`src/rtl/bulls_cows_game.sv`:
```
// bulls_cows_game: two-player Bulls and Cows controller with debounced confirm button
module bulls_cows_game #(
  parameter int DEBOUNCE_COUNT = 1000000,
  parameter int RESULT_CYCLES  = 200000000
) (
  input  logic        clock,
  input  logic        reset,
  input  logic        confirm_btn,
  input  logic [15:0] SW,
  output logic [2:0]  game_state,
  output logic [2:0]  bull_count,
  output logic [2:0]  cow_count,
  output logic        guess_confirmed,
  output logic [7:0]  J1_points,
  output logic [7:0]  J2_points
);
  localparam int DW = $clog2(DEBOUNCE_COUNT + 1);
  localparam int TW = $clog2(RESULT_CYCLES + 1);

  typedef enum logic [2:0] {
    J1_SETUP = 3'b000,
    J2_SETUP = 3'b001,
    J1_GUESS = 3'b010,
    J2_GUESS = 3'b011,
    END_GAME = 3'b111
  } state_t;

  logic          s1_q, s2_q, db_q, db_d, press_q;
  logic [DW-1:0] cnt_q, cnt_d;
  state_t        st_q, st_d;
  logic [15:0]   sec1_q, sec1_d, sec2_q, sec2_d, sec;
  logic [2:0]    b_q, b_d, c_q, c_d, bulls, cows;
  logic          gc_q, gc_d, valid;
  logic [TW-1:0] tmr_q, tmr_d;
  logic [7:0]    p1_q, p1_d, p2_q, p2_d;
  logic [3:0]    hitv;

  // counter only runs while the synchronized level disagrees with the accepted one
  always_comb begin
    cnt_d = '0;
    db_d  = db_q;
    if (s2_q != db_q) begin
      if (cnt_q == DW'(DEBOUNCE_COUNT - 1)) db_d = s2_q;
      else cnt_d = cnt_q + 1'b1;
    end
  end

  assign sec = (st_q == J1_GUESS) ? sec2_q : sec1_q;

  // secrets hold distinct digits, so each guess digit hits at most one position
  always_comb begin
    bulls = '0;
    hitv  = '0;
    valid = 1'b1;
    for (int i = 0; i < 4; i++) begin
      bulls = bulls + {2'b0, SW[4*i+:4] == sec[4*i+:4]};
      valid = valid & (SW[4*i+:4] <= 4'd9);
      for (int j = 0; j < 4; j++) begin
        if (SW[4*i+:4] == sec[4*j+:4]) hitv[i] = 1'b1;
        if (j > i && SW[4*i+:4] == SW[4*j+:4]) valid = 1'b0;
      end
    end
    cows = 3'($countones(hitv)) - bulls;
  end

  always_comb begin
    st_d   = st_q;
    sec1_d = sec1_q;
    sec2_d = sec2_q;
    b_d    = b_q;
    c_d    = c_q;
    gc_d   = gc_q;
    tmr_d  = tmr_q;
    p1_d   = p1_q;
    p2_d   = p2_q;
    if (gc_q) begin
      if (tmr_q == '0) begin
        gc_d = 1'b0;
        st_d = (st_q == J1_GUESS) ? J2_GUESS : J1_GUESS;
      end else tmr_d = tmr_q - 1'b1;
    end else if (press_q) begin
      case (st_q)
        J1_SETUP: if (valid) begin sec1_d = SW; st_d = J2_SETUP; end
        J2_SETUP: if (valid) begin sec2_d = SW; st_d = J1_GUESS; end
        J1_GUESS, J2_GUESS: if (valid) begin
          b_d = bulls;
          c_d = (bulls == 3'd4) ? 3'd0 : cows;
          if (bulls == 3'd4) begin
            st_d = END_GAME;
            if (st_q == J1_GUESS) p1_d = (p1_q == 8'hff) ? p1_q : p1_q + 1'b1;
            else p2_d = (p2_q == 8'hff) ? p2_q : p2_q + 1'b1;
          end else begin
            gc_d  = 1'b1;
            tmr_d = TW'(RESULT_CYCLES - 1);
          end
        end
        END_GAME: begin st_d = J1_SETUP; b_d = '0; c_d = '0; end
        default: st_d = J1_SETUP;
      endcase
    end
  end

  always_ff @(posedge clock or posedge reset) begin
    if (reset) begin
      s1_q    <= 1'b0;
      s2_q    <= 1'b0;
      db_q    <= 1'b0;
      press_q <= 1'b0;
      cnt_q   <= '0;
      st_q    <= J1_SETUP;
      sec1_q  <= '0;
      sec2_q  <= '0;
      b_q     <= '0;
      c_q     <= '0;
      gc_q    <= 1'b0;
      tmr_q   <= '0;
      p1_q    <= '0;
      p2_q    <= '0;
    end else begin
      s1_q    <= confirm_btn;
      s2_q    <= s1_q;
      db_q    <= db_d;
      press_q <= db_d & ~db_q;
      cnt_q   <= cnt_d;
      st_q    <= st_d;
      sec1_q  <= sec1_d;
      sec2_q  <= sec2_d;
      b_q     <= b_d;
      c_q     <= c_d;
      gc_q    <= gc_d;
      tmr_q   <= tmr_d;
      p1_q    <= p1_d;
      p2_q    <= p2_d;
    end
  end

  assign game_state      = st_q;
  assign bull_count      = b_q;
  assign cow_count       = c_q;
  assign guess_confirmed = gc_q;
  assign J1_points       = p1_q;
  assign J2_points       = p2_q;
endmodule

```
`config.mk`:
```
export PLATFORM = sky130hd
export DESIGN_NAME = bulls_cows_game
export DESIGN_NICKNAME = d
export VERILOG_FILES = /design/src/rtl/bulls_cows_game.sv
export SDC_FILE = /design/constraint.sdc
export NUM_CORES = 1
export LEC_CHECK = 0
export CORE_ASPECT_RATIO = 1.2
export CORE_MARGIN = 2
export CORE_UTILIZATION = 40
export CTS_CLUSTER_DIAMETER = 50
export DETAILED_ROUTE_END_ITERATION = 10
export SLEW_MARGIN = 10
export SYNTH_ARGS = -nofsm -noshare
export SYNTH_HDL_FRONTEND = slang
export SYNTH_SLANG_ARGS = --single-unit
```
`constraint.sdc`:
```
create_clock -name clock -period 4.75 [get_ports clock]
set_input_delay 0.95 -clock clock [delete_from_list [all_inputs] [get_ports clock]]
set_output_delay 0.95 -clock clock [all_outputs]
set_load 0.005 [all_outputs]
```
== After elaboration in Yosys (flattened, before gate mapping) ==
Cells that the tools add are included.

* $add $sub $neg: 11
* $lt $le $gt $ge: 4
* Eq/ne operators: 39
* Muxes and demuxes: 53
* Bitwise gates (word level): 9
* Reduce and logical (&&, ||, !) cells: 14

{| class="wikitable"
|+ Operators with widths
! operator !! number
|-
| 28-bit two-way mux || 6
|-
| 4-bit == test || 22
|-
| 20-bit two-way mux || 2
|-
| 1-bit two-way mux || 31
|-
| 3-bit two-way mux || 10
|-
| 28-bit zero test || 1
|-
| 28-bit by 1-bit subtractor with 28-bit output, second input constant || 1
|-
| 20-bit by 1-bit adder with 20-bit output, second input constant || 1
|-
| 20-bit == test, second input constant || 1
|-
| 8-bit by 1-bit adder with 8-bit output, second input constant || 2
|-
| 8-bit == test, second input constant || 2
|-
| 4-bit less-or-equal comparator, second input constant || 4
|-
| 16-bit two-way mux || 1
|-
| 7-bit AND reduction || 2
|-
| 3-bit inequality test, second input constant || 4
|-
| 3-bit case mux with 2 select lines || 2
|-
| 4-bit AND reduction || 3
|-
| 3-bit case mux with 3 select lines || 1
|-
| 2-bit nonzero test || 4
|-
| 1-bit by 1-bit adder with 2-bit output || 3
|-
| 3-bit by 2-bit == test with 1-bit output, second input constant || 2
|-
| 3-bit == test, second input constant || 2
|-
| 2-bit inequality test, second input constant || 3
|-
| 6-bit AND reduction || 1
|-
| other kinds (12) || 19
|}

* Register bits after elaboration: 110
* Output and inout port bits: 26
* Word-level logic and storage cells: 144

== Logic depth before layout (Yosys ltp) ==
* Depth after elaboration: 14
* Depth in mapped cells: 19
* Mapped depth without buffers: 17

== Worst setup path before layout ==
Ideal clock, no wire load.

* Kind: reg2reg
* Start point: reg st_q[1] (netlist: game_state[1])
* End point: reg c_q[2] (netlist: cow_count[2])
* Library setup time: 125 ps
* Data arrival time: 4933 ps
* Data required time: 4625 ps
* Slack: -308 ps
* Cell stages (with the launch flop): 20
* Path buffers: 2
* Period minus slack after synthesis: 5058 ps
* Cell sequence: dfrtp_1 -> nor3b_1 -> buf_1 -> buf_2 -> mux2i_1 -> xor2_1 -> nand4_1 -> fa_1 -> inv_1 -> ha_1 -> ha_1 -> inv_1 -> fa_1 -> ha_1 -> inv_1 -> fa_1 -> xor2_1 -> xnor2_1 -> nor2_1 -> mux2_2

* Word-level cells in the longest chain between the ends: 13

{| class="wikitable"
|+ RTL lines
! item !! line !! source
|-
| from (decl) || 30 || <nowiki>state_t st_q, st_d;</nowiki>
|-
| from (signal assigned) || 125 || <nowiki>st_q <= st_d;</nowiki>
|-
| 3-bit by 2-bit == test with 1-bit output || 48, 82 ||
|-
| 16-bit two-way mux || 48 || <nowiki>assign sec = (st_q == J1_GUESS) ? sec2_q : sec1_q;</nowiki>
|-
| 4-bit == test (on tied branches) || 56, 59 ||
|-
| 1-bit two-way mux (4 in series) || 59 || <nowiki>if (SW[4*i+:4] == sec[4*j+:4]) hitv[i] = 1'b1;</nowiki>
|-
| 1-bit by 1-bit adder with 2-bit output (implied by the code) || 63 || <nowiki>cows = 3'($countones(hitv)) - bulls;</nowiki>
|-
| 2-bit by 2-bit adder with 3-bit output (implied by the code) || 63 ||
|-
| 3-bit subtractor || 63 ||
|-
| 3-bit two-way mux || 87 || <nowiki>c_d = (bulls == 3'd4) ? 3'd0 : cows;</nowiki>
|-
| 3-bit two-way mux || 85 || <nowiki>J1_GUESS, J2_GUESS: if (valid) begin</nowiki>
|-
| 3-bit case mux with 2 select lines || 82 || <nowiki>case (st_q)</nowiki>
|-
| to (signal assigned) || 114 || <nowiki>c_q <= '0;</nowiki>
|-
| to (signal assigned) || 129 || <nowiki>c_q <= c_d;</nowiki>
|-
| to (decl) || 32 || <nowiki>logic [2:0] b_q, b_d, c_q, c_d, bulls, cows;</nowiki>
|}

Parallel ways exist; a longest one is shown, timed or not. The select of a mux whose other input is x is not followed.
A chain may end at the register's enable or synchronous reset.

== Worst setup path after layout ==
* Start point: reg st_q[2] (netlist: game_state[2])
* End point: reg c_q[2] (netlist: cow_count[2])

Same word-level chain as after synthesis.

==> metrics.cfg <==
[run_status]
status=completed

[timing]
finalCritPeriodShare_pct=99.1
max_freq_mhz=212
skew_ns=0.00907
min_period_ns=4.71
tns_ns=0
slew_headroom_pct=38.7
tightestPinTransition_ns=0.920
rsz0062_at_grt=true
setup_viol=0
maxSlewViolCount=0
hold_violations=0

[cells_and_area]
fill_cells=1470
post_layout_nonfiller_instances=929
diodes=0
final_layout_size_suffix_gt1_share_pct=19.5
final_common_cell=dfrtp_1
area_growth_pct=21.7
final_core_util_pct=49.4
layout_common_cells=dfrtp_1 (110), xor2_1 (86), nor2_1 (52)
fin_nets=744

[critical_path]
ff2ff_path_depth=19
crit_fanout=6
crit_buf_inv=5
r2r-start=game_state[2]
ff2ff_setup_slack_ns=0.04
path_cells=nor3b_4 -> buf_12 -> buf_12 -> mux2i_4 -> xnor2_1 -> or4_4 -> fa_1 -> inv_2 -> ha_4 -> ha_4 -> inv_2 -> fa_1 -> ha_2 -> inv_2 -> fa_2 -> xor2_1 -> xnor2_1 -> nor2_1 -> mux2_4
required_ns=5.00
arrival_ns=4.96
worstSetupEndpointType=flop
crit_path_top_delay_cell=fa_1
slowest_delay_ns=0.56
path_class=reg2reg
timing.rr.end=cow_count[2]
cp-start-kind=flop
cpMostUsedCell=inv_2
cp_top_family=adder cells
path_depth=19

[global_routing]
grt_pass1_wl_um=25600
gr-total-overflow=0
grt_max_degree=73
antenna_found_initial=0
grt_util_all_layers_pct=18.4
grt_pass1_vias=5162

[pwr]
sw_frac_of_total_pct=26.5
seq_power_share_pct=49.3
power.switching_mw=0.518
p_per_area_nw_per_um2=244
leakage_nw=3.36
combPwrFrac_pct=13.0
max-vdd-ir-drop_mv=0.161
p_int_mw=1.43
clock_power_share_pct=37.6

[synth]
synth-edff-count=0
yosysUniqueCellTypes=60
ys_seq_elements=110
synthesis.area_um2=6550
ys_seq_area_share_pct=42.0
syn_inst=636
syn-num-nets=667
synthArstFlopShare_pct=100
synthFlopType=dfrtp_1
yosysWarnings=0
syn_area_per_cell_um2=10.3

[drt]
num_vias=4976
drtPass1Iterations=4
viasPerCell=5.36
finalWirelength_um=15300
drc=0
drt_iter0_markers=290
drtAntennaViolNets=0
detail_route.wl_per_cell_um=16.5

[clock_tree]
cts_root_buf=clkbuf_16
cts_sinks=110
cts_tree=built
cts-htree-levels=3
ctsHoldBuffers=0
cts_made_buffers=9
cts.path.max_buffers=2
cts.reportedPaths.clkPinSlew_ns=0.08
clock_latency_ns=0.36

[hold_path]
min_delay_path_depth=0
holdPathEnd=s2_q
hold_path_class=reg2reg
hp-start=s1_q

[place]
dp_hpwl_um=10800
gp_congestion=0.864
dp.cells=903
port_buffers=44

[floorplanning]
die_area_um2=17400
die_y_um=144
die_w_um=121
ioPinCount=45
start_util_pct=40.6
coreArea_um2=16100
fp-row-count=51

[flow_run]
maxCapViolCount=0

cells in the mapped netlist (9+ instances only):
cell     instances  area, um2
and3_1          18        113
buf_2           13       65.1
buf_4            9       67.6
dfrtp_1        110       2750
ha_1             9        113
inv_1           21       78.8
mux2_2          38        428
mux2i_1         23        230
nand2_1         35        131
nand3_1         27        135
nand4_1         19        119
nor2_1          52        195
nor4_1          14       87.6
o21ai_0         13       65.1
o31ai_1          9       67.6
xnor2_1         44        385
xor2_1          86        753
area by class of cell:
type / count / area, um2 / area share [%]
clock buffer: 9 / 225 / 2.82
clock inverter: 6 / 53.8 / 0.675
inverter: 22 / 85.1 / 1.07
multi-input combinational: 470 / 3670 / 46.0
sequential: 110 / 2750 / 34.5
tap: 212 / 265 / 3.33
timing repair buffer: 100 / 923 / 11.6
worst max-delay path by stage:
stage                        from            to  slack (ns)
detailed placement          SW[6]  cow_count[2]       -0.36
finish              game_state[2]  cow_count[2]        0.04
CTS                 game_state[0]  cow_count[2]       0.005
global placement            SW[4]  cow_count[2]       -0.32
floorplan           game_state[1]  cow_count[2]        0.01
global route        game_state[2]  cow_count[2]       -0.09
stage by stage:
| step | instance area, um2 | hold slack, ns | power, mW | setup WS [ns] |
|---|---|---|---|---|
| 5_1_grt | 7970 | 0.379 | 2.04 | -0.0874 |
| 6_report | 7970 | 0.373 | 1.95 | 0.0419 |
| 3_3_place_gp | 7520 | 0.358 | 1.21 | -0.316 |
| 2_1_floorplan | 6660 | 0.331 | 1.14 | 0.0118 |
| 3_5_place_dp | 7520 | 0.355 | 1.22 | -0.365 |
| 4_1_cts | 7850 | 0.372 | 1.96 | 0.00503 |
metal layers:
layer  vias up  track usage [%]  wire, um
met2       101             31.8      7830
met4         0             8.08       346
li1       2373                -         -
met5         -                0         0
met3        26             2.60       487
met1      2476             22.7      6650
repair_timing:
action,CTS,global route
pin swaps,2,13
gates resized for setup,0,10
buffers inserted,5,6
endpoints found under the setup margin,1,1
cloned,0,0
logic make-up (layout without fill, tap and decap cells):
kind of cell,count (synthesis),after routing,synth area share [%]
xor+xnor,130,130,17.4
simple gates,201,201,16.1
fa+ha+maj,12,12,2.63
compound gates,66,66,7.50
flops,110,110,42.0
buf+inv,56,137,4.31
mux,61,61,10.0
worst register-to-register path, stage by stage (launching register included):
cell and delay (ns):
dfrtp_1 0.41, nor3b_4 0.26, buf_12 0.18, buf_12 0.11, mux2i_4 0.23, xnor2_1 0.10
or4_4 0.53, fa_1 0.56, inv_2 0.05, ha_4 0.22, ha_4 0.25, inv_2 0.03
fa_1 0.47, ha_2 0.17, inv_2 0.04, fa_2 0.35, xor2_1 0.17, xnor2_1 0.15
nor2_1 0.07, mux2_4 0.26
power groups by stage:
| stage | registers [mW] | logic [mW] | clock network, mW |
|---|---|---|---|
| 2_1_floorplan | 0.978 | 0.167 | 0 |
| 3_3_place_gp | 0.979 | 0.235 | 0 |
| 3_5_place_dp | 0.981 | 0.242 | 0 |
| 4_1_cts | 0.962 | 0.245 | 0.755 |
| 5_1_grt | 0.964 | 0.285 | 0.794 |
| 6_report | 0.962 | 0.254 | 0.733 |
state kept, by name (all words and copies together), names as in the netlist:
| register | cells |
|---|---|
| db_q | 1 |
| J2_points | 8 |
| cow_count | 3 |
| tmr_q | 28 |
| s1_q | 1 |
| sec2_q | 16 |
| game_state | 3 |
| guess_confirmed | 1 |
| press_q | 1 |
| cnt_q | 20 |
| J1_points | 8 |
| bull_count | 3 |
| sec1_q | 16 |
| s2_q | 1 |
No activity file was read; power rests on OpenSTA's default activity.
